`src/rtl/pipelined_mac_param.sv`:
```
// Parametrised pipelined multiply-accumulate unit.
//
// Accepts one (a, b) pair per clock, tagged by in_valid. The product is
// formed one partial-product row per stage, then registered, and then
// folded into the accumulator. A pair sampled on edge k shows up with
// out_valid=1 after edge k+B_WIDTH+2, whatever the data and however
// many bubbles surround it.
//
// Parameters:
//   A_WIDTH   multiplicand width (>= 2)
//   B_WIDTH   multiplier width (>= 2); sets the number of row stages
//   ACC_WIDTH accumulator width (>= A_WIDTH+B_WIDTH)
//   SIGNED    0: unsigned operands, 1: two's-complement operands
//   SATURATE  1: clamp the accumulator on overflow, 0: wrap
//
// Ports:
//   clk       rising-edge clock
//   reset_n   asynchronous active-low reset
//   in_valid  qualifies a, b and acc_clear
//   a, b      operands
//   acc_clear the qualified product starts a new accumulation
//   out_valid product/acc refer to an item emerging this cycle
//   product   exact product of the emerging item (held while idle)
//   acc       accumulator including the emerging product (held while idle)
//   overflow  sticky overflow since the last clear
module pipelined_mac_param #(
  parameter int unsigned A_WIDTH   = 3,
  parameter int unsigned B_WIDTH   = 3,
  parameter int unsigned ACC_WIDTH = 8,
  parameter bit          SIGNED    = 1'b0,
  parameter bit          SATURATE  = 1'b1
) (
  input  logic                       clk,
  input  logic                       reset_n,
  input  logic                       in_valid,
  input  logic [A_WIDTH-1:0]         a,
  input  logic [B_WIDTH-1:0]         b,
  input  logic                       acc_clear,
  output logic                       out_valid,
  output logic [A_WIDTH+B_WIDTH-1:0] product,
  output logic [ACC_WIDTH-1:0]       acc,
  output logic                       overflow
);

  localparam int unsigned PW = A_WIDTH + B_WIDTH;

  // Stage s (0..B_WIDTH) holds the sum of rows 0..s-1. The operands are
  // only needed by stages that still have a row to add.
  logic [B_WIDTH-1:0][A_WIDTH-1:0] op_a_q, op_a_d;
  logic [B_WIDTH-1:0][B_WIDTH-1:0] op_b_q, op_b_d;
  logic [B_WIDTH:0]                vld_q, vld_d;
  logic [B_WIDTH:0]                clr_q, clr_d;
  logic [B_WIDTH:0][PW-1:0]        sum_q, sum_d;

  // Finished-product register, which keeps the row adders and the
  // accumulator adder in separate cycles.
  logic          prod_vld_q, prod_vld_d;
  logic          prod_clr_q, prod_clr_d;
  logic [PW-1:0] prod_q, prod_d;

  logic                 out_valid_q, out_valid_d;
  logic [PW-1:0]        product_q, product_d;
  logic [ACC_WIDTH-1:0] acc_q, acc_d;
  logic                 overflow_q, overflow_d;

  logic [PW-1:0]      a_ext;
  logic [PW-1:0]      row;
  logic [ACC_WIDTH:0] prod_ext;
  logic [ACC_WIDTH:0] acc_ext;
  logic [ACC_WIDTH:0] acc_sum;
  logic               acc_ovf;

  // Multiplier array: one partial-product row per stage.
  always_comb begin
    vld_d    = '0;
    clr_d    = '0;
    sum_d    = '0;
    op_a_d   = '0;
    op_b_d   = '0;
    a_ext    = '0;
    row      = '0;

    vld_d[0]  = in_valid;
    clr_d[0]  = in_valid & acc_clear;
    op_a_d[0] = a;
    op_b_d[0] = b;

    for (int unsigned s = 1; s < B_WIDTH; s++) begin
      op_a_d[s] = op_a_q[s-1];
      op_b_d[s] = op_b_q[s-1];
    end

    for (int unsigned s = 0; s < B_WIDTH; s++) begin
      a_ext = SIGNED ? {{B_WIDTH{op_a_q[s][A_WIDTH-1]}}, op_a_q[s]}
                     : {{B_WIDTH{1'b0}}, op_a_q[s]};
      row   = op_b_q[s][s] ? (a_ext << s) : '0;
      // The multiplier's MSB carries weight -2^(B_WIDTH-1) in two's complement,
      // so its row is subtracted; this also makes min*min come out exact.
      if (SIGNED && (s == B_WIDTH - 1)) begin
        sum_d[s+1] = sum_q[s] - row;
      end else begin
        sum_d[s+1] = sum_q[s] + row;
      end
      vld_d[s+1] = vld_q[s];
      clr_d[s+1] = clr_q[s];
    end
  end

  always_comb begin
    prod_vld_d = vld_q[B_WIDTH];
    prod_clr_d = clr_q[B_WIDTH];
    prod_d     = sum_q[B_WIDTH];
  end

  // Accumulator with optional saturation.
  always_comb begin
    prod_ext = SIGNED ? {{(ACC_WIDTH + 1 - PW){prod_q[PW-1]}}, prod_q}
                      : {{(ACC_WIDTH + 1 - PW){1'b0}}, prod_q};
    acc_ext  = SIGNED ? {acc_q[ACC_WIDTH-1], acc_q} : {1'b0, acc_q};
    acc_sum  = acc_ext + prod_ext;
    acc_ovf  = SIGNED ? ((acc_q[ACC_WIDTH-1] == prod_ext[ACC_WIDTH]) &&
                         (acc_sum[ACC_WIDTH-1] != acc_q[ACC_WIDTH-1]))
                      : acc_sum[ACC_WIDTH];

    out_valid_d = prod_vld_q;
    product_d   = product_q;
    acc_d       = acc_q;
    overflow_d  = overflow_q;

    if (prod_vld_q) begin
      product_d = prod_q;
      if (prod_clr_q) begin
        acc_d      = prod_ext[ACC_WIDTH-1:0];
        overflow_d = 1'b0;
      end else if (acc_ovf) begin
        overflow_d = 1'b1;
        if (SATURATE) begin
          // Signed overflow can only happen with matching signs, so the
          // accumulator's sign gives the clamp direction.
          if (!SIGNED) begin
            acc_d = '1;
          end else if (acc_q[ACC_WIDTH-1]) begin
            acc_d = {1'b1, {(ACC_WIDTH - 1){1'b0}}};
          end else begin
            acc_d = {1'b0, {(ACC_WIDTH - 1){1'b1}}};
          end
        end else begin
          acc_d = acc_sum[ACC_WIDTH-1:0];
        end
      end else begin
        acc_d = acc_sum[ACC_WIDTH-1:0];
      end
    end
  end

  always_ff @(posedge clk or negedge reset_n) begin
    if (!reset_n) begin
      op_a_q      <= '0;
      op_b_q      <= '0;
      vld_q       <= '0;
      clr_q       <= '0;
      sum_q       <= '0;
      prod_vld_q  <= 1'b0;
      prod_clr_q  <= 1'b0;
      prod_q      <= '0;
      out_valid_q <= 1'b0;
      product_q   <= '0;
      acc_q       <= '0;
      overflow_q  <= 1'b0;
    end else begin
      op_a_q      <= op_a_d;
      op_b_q      <= op_b_d;
      vld_q       <= vld_d;
      clr_q       <= clr_d;
      sum_q       <= sum_d;
      prod_vld_q  <= prod_vld_d;
      prod_clr_q  <= prod_clr_d;
      prod_q      <= prod_d;
      out_valid_q <= out_valid_d;
      product_q   <= product_d;
      acc_q       <= acc_d;
      overflow_q  <= overflow_d;
    end
  end

  assign out_valid = out_valid_q;
  assign product   = product_q;
  assign acc       = acc_q;
  assign overflow  = overflow_q;

endmodule

```
`config.mk`:
```
export PLATFORM = sky130hd
export DESIGN_NAME = pipelined_mac_param
export DESIGN_NICKNAME = d
export VERILOG_FILES = /design/src/rtl/pipelined_mac_param.sv
export SDC_FILE = /design/constraint.sdc
export NUM_CORES = 1
export LEC_CHECK = 0
export ABC_AREA = 1
export CORE_MARGIN = 2
export CORE_UTILIZATION = 40
export CTS_BUF_LIST = sky130_fd_sc_hd__clkbuf_16
export DETAILED_ROUTE_END_ITERATION = 6
export DONT_BUFFER_PORTS = 1
export SYNTH_ARGS = -nofsm -noshare
export SYNTH_HDL_FRONTEND = slang
export SYNTH_SLANG_ARGS = --single-unit
```
`constraint.sdc`:
```
create_clock -name clk -period 2.2 [get_ports clk]
set_input_delay 0.44 -clock clk [delete_from_list [all_inputs] [get_ports clk]]
set_output_delay 0.44 -clock clk [all_outputs]
set_load 0.05 [all_outputs]
```
==> results.yml <==
route:
  via_count: 1468
  drcViolationCount: 0
  detail_route.wirelength_mm: 3.87
  post_drt_via_cell_ratio: 4.63
  drt_iter0_drc: 67
  avgRoutedWirePerCell_um: 12.2
  drtAntennaViolNets: 0
  first_pass_iters: 4
clocking:
  ctsHtreeMaxLevel: 3
  tritoncts.num_buffers: 9
  cts_setup_buffers: 0
  clock_latency_ns: 0.32
  clk_pin_slew_ns: 0.05
  tritoncts: "done"
  clock-root-buffer: "clkbuf_16"
  cts_buffer_depth: 2
  cts_sinks: 61
logic_synthesis:
  synth_compound_area_share_pct: 4.30
  adder_cell_area_share_of_the_yosys_netlist_pct: 8.28
  syn_nets: 247
  yosysUniqueCellTypes: 23
  synth.yosys.seq_area_share_pct: 63.9
  post_synth_mux_area_share_pct: 0
  synthesis.area_um2: 2390
  synth_cells: 223
  yosys_warnings: 0
  synth-seq-cells: 61
  synth.avg_cell_area_um2: 10.7
  fraction_of_synthesized_cell_area_in_xor_and_xnor_cells_pct: 1.10
  largest_family_of_logic_cells_by_synthesized_area: "simple AND/OR/NAND/NOR gates"
  yosys.area_share.simple_pct: 16.5
final_layout:
  area.sequential_um2: 1530
  footprint_of_the_multi_input_gates_um2: 719
  nets: 262
  post_layout_nonfiller_instances: 317
  final_layout_size_suffix_gt1_share_pct: 11.2
  flow.area_growth_from_synthesis_pct: 18.7
  antennaDiodeCount: 0
  fillers: 537
global_routing:
  grt_pass1_vias: 1471
  grt_max_degree: 62
  initial_antenna_violation_count: 0
  grt_pass1_wl_mm: 6.51
  globalRouteOverflowTotal: 0
  gr-usage-all-layers_pct: 13.9
min_path:
  hp-start: "b[0]"
  holdPathStages: 0
  min_delay_path_class: "input port to flip-flop"
sta:
  timing.final.setup_violations: 0
  final.setup_skew_ns: 0.00482
  max-slew-margin-rel_pct: 59.9
  slew_viol_final: 0
  post-route-period-util_pct: 84.2
  fin_setup_tns_ns: 0
  finalWorstPathRequiredPeriod_ns: 1.85
  worst_slew_pin_slew_ns: 0.602
  hold_viol: 0
  grt_setup_unrepaired: "no"
  fmaxAchievable_mhz: 540
floorplanning:
  std_cell_rows: 28
  num_io_pins: 26
  core_region_area_um2: 5850
  initial_cell_density_of_the_core_pct: 40.8
  fp.dieW_um: 81.3
  die_h_um: 81.3
  die_area_um2: 6600
critical_path:
  timing.critical_path.to: "acc[2]"
  setup.reg_to_reg.worst_slack_ns: 0.35
  worstRegToRegCells: 8
  critPathArrivalTime_ns: 2.06
  critical_path.reg2reg.endpoint: "acc[2]"
  timing.setup.critical_path_class: "flip-flop to flip-flop"
  critical_path.endpoint_type: "flip-flop"
  data_required_critical_path_ns: 2.40
  start_kind: "flip-flop"
  reg_to_reg_critical_path_startpoint: "acc[0]"
  startpoint: "acc[0]"
  critical_path_peak_fanout: 6
power:
  power.net_switching_uw: 1160
  clock_power_share_pct: 38.8
  post-layout-total-power_uw: 3660
  switching_part_of_the_total_pct: 31.9
  internal-power_uw: 2490
  share_comb_of_total_power_pct: 21.3
  power.sequential.fraction_pct: 39.9
  cellLeakagePower_uw: 0.00152
  power.density_cell_area_nw_per_um2: 1290
  ir_drop_uv: 652
status:
  status: "complete, no violations"
run:
  max_cap_violations: 0
placement:
  place.detailed.instances: 300
  placement.io_buffers: 0
  hpwl_mm: 2.50
  finalWeightedCongestion: 0.874
==> area by class of cell <==
type,instances,area share (%)
inverters,28,3.71
repair buffers,8,2.92
clock inverters,6,2.83
well taps,75,3.31
clock buffers,9,7.95
flip-flops and latches,61,53.9
multi-input cells,130,25.4
==> how the worst min path moves through the flow <==
stage | to | slack, ns
after floorplan | a_ext[0] | 0.14
after global placement | product[1] | 0.15
after detailed placement | product[1] | 0.15
after CTS | op_b_d[3] | 0.13
after global routing | op_b_d[5] | 0.13
final | op_b_d[3] | 0.15
==> metal layers <==
| layer | track usage, % | wire length (um) |
|---|---|---|
| met1 | 12.9 | 1600 |
| met2 | 24.6 | 2030 |
| met3 | 7.00 | 178 |
| met4 | 7.29 | 60 |
| met5 | 0 | 0 |
==> kinds of logic (layout without fill, tap and decap cells) <==
group / count (synthesis) / count (layout)
flops: 61 / 61
xor+xnor: 3 / 3
compound gates: 19 / 19
simple gates: 94 / 94
fa+ha+maj: 14 / 14
buf+inv: 32 / 51
==> sequential cells by signal, summed over array words and instances (netlist names), 3 cells and up <==
register and flops:
acc 8, sum_q 8, op_a_d 6, prod_d 6, prod_q 6, product 6
op_b_d 5, clr_q 4, vld_q 4, a_ext 3
==> cell usage in the layout, fill, tap and decap left out <==
master and instances:
xor2_1 1, inv_1 28, buf_4 6, clkinvlp_4 1, fa_1 3, nor2_2 1, dfrtp_1 61, nand3b_4 1
nand4_1 1, nand3b_1 1, clkinv_2 1, clkinv_1 1, nand3_1 8, buf_16 1, a21oi_2 2, inv_2 1
dlygate4sd3_1 1, clkbuf_16 9, bufinv_16 2, o21ai_1 5, nor2_1 6, xnor2_1 2, a21oi_1 6, nand2_1 74
o21ai_0 6, nand2_2 2, ha_1 11
==> per-stage QoR <==
step / hold slack, ns / util (%) / setup WS, ns / instance area [um2]
3_3_place_gp: 0.146 / 42.6 / 0.421 / 2490
4_1_cts: 0.127 / 48.4 / 0.349 / 2830
5_1_grt: 0.127 / 48.4 / 0.277 / 2830
3_5_place_dp: 0.146 / 42.6 / 0.359 / 2490
2_1_floorplan: 0.144 / - / 0.267 / 2390
6_report: 0.146 / 48.4 / 0.349 / 2830
==> power by group through the flow <==
stage / clock network (uW) / registers, uW / logic (uW)
floorplan: 0 / 1610 / 428
global placement: 0 / 1470 / 741
detailed placement: 0 / 1480 / 750
CTS: 1460 / 1460 / 785
global route: 1520 / 1480 / 873
finish: 1420 / 1460 / 778
==> Yosys cell counts (all sizes together) <==
| library cell | n | area [um2] |
|---|---|---|
| nand4 | 1 | 6.26 |
| nor2 | 7 | 28.8 |
| dfrtp | 61 | 1530 |
| inv | 28 | 105 |
| xor2 | 1 | 8.76 |
| nand2 | 76 | 290 |
| ha | 11 | 138 |
| nand3 | 8 | 40.0 |
| xnor2 | 2 | 17.5 |
| nand3b | 2 | 27.5 |
| clkbuf | 1 | 3.75 |
| buf | 3 | 32.5 |
| o21ai | 11 | 55.1 |
| a21oi | 8 | 47.6 |
| fa | 3 | 60.1 |
==> what timing repair did <==
action,in CTS,in global routing
resized for setup,0,0
endpoints found under the hold margin,61,0
hold buffers,2,0
==> critical path, stage by stage (launching register included) <==
cell and delay, ns:
dfrtp_1 0.38, ha_1 0.24, fa_1 0.42, nand3_1 0.14
nand2_2 0.08, nand2_2 0.10, nand3b_4 0.13, o21ai_1 0.18
nand2_1 0.07
Note: power is estimated with default switching activity, not from simulation.
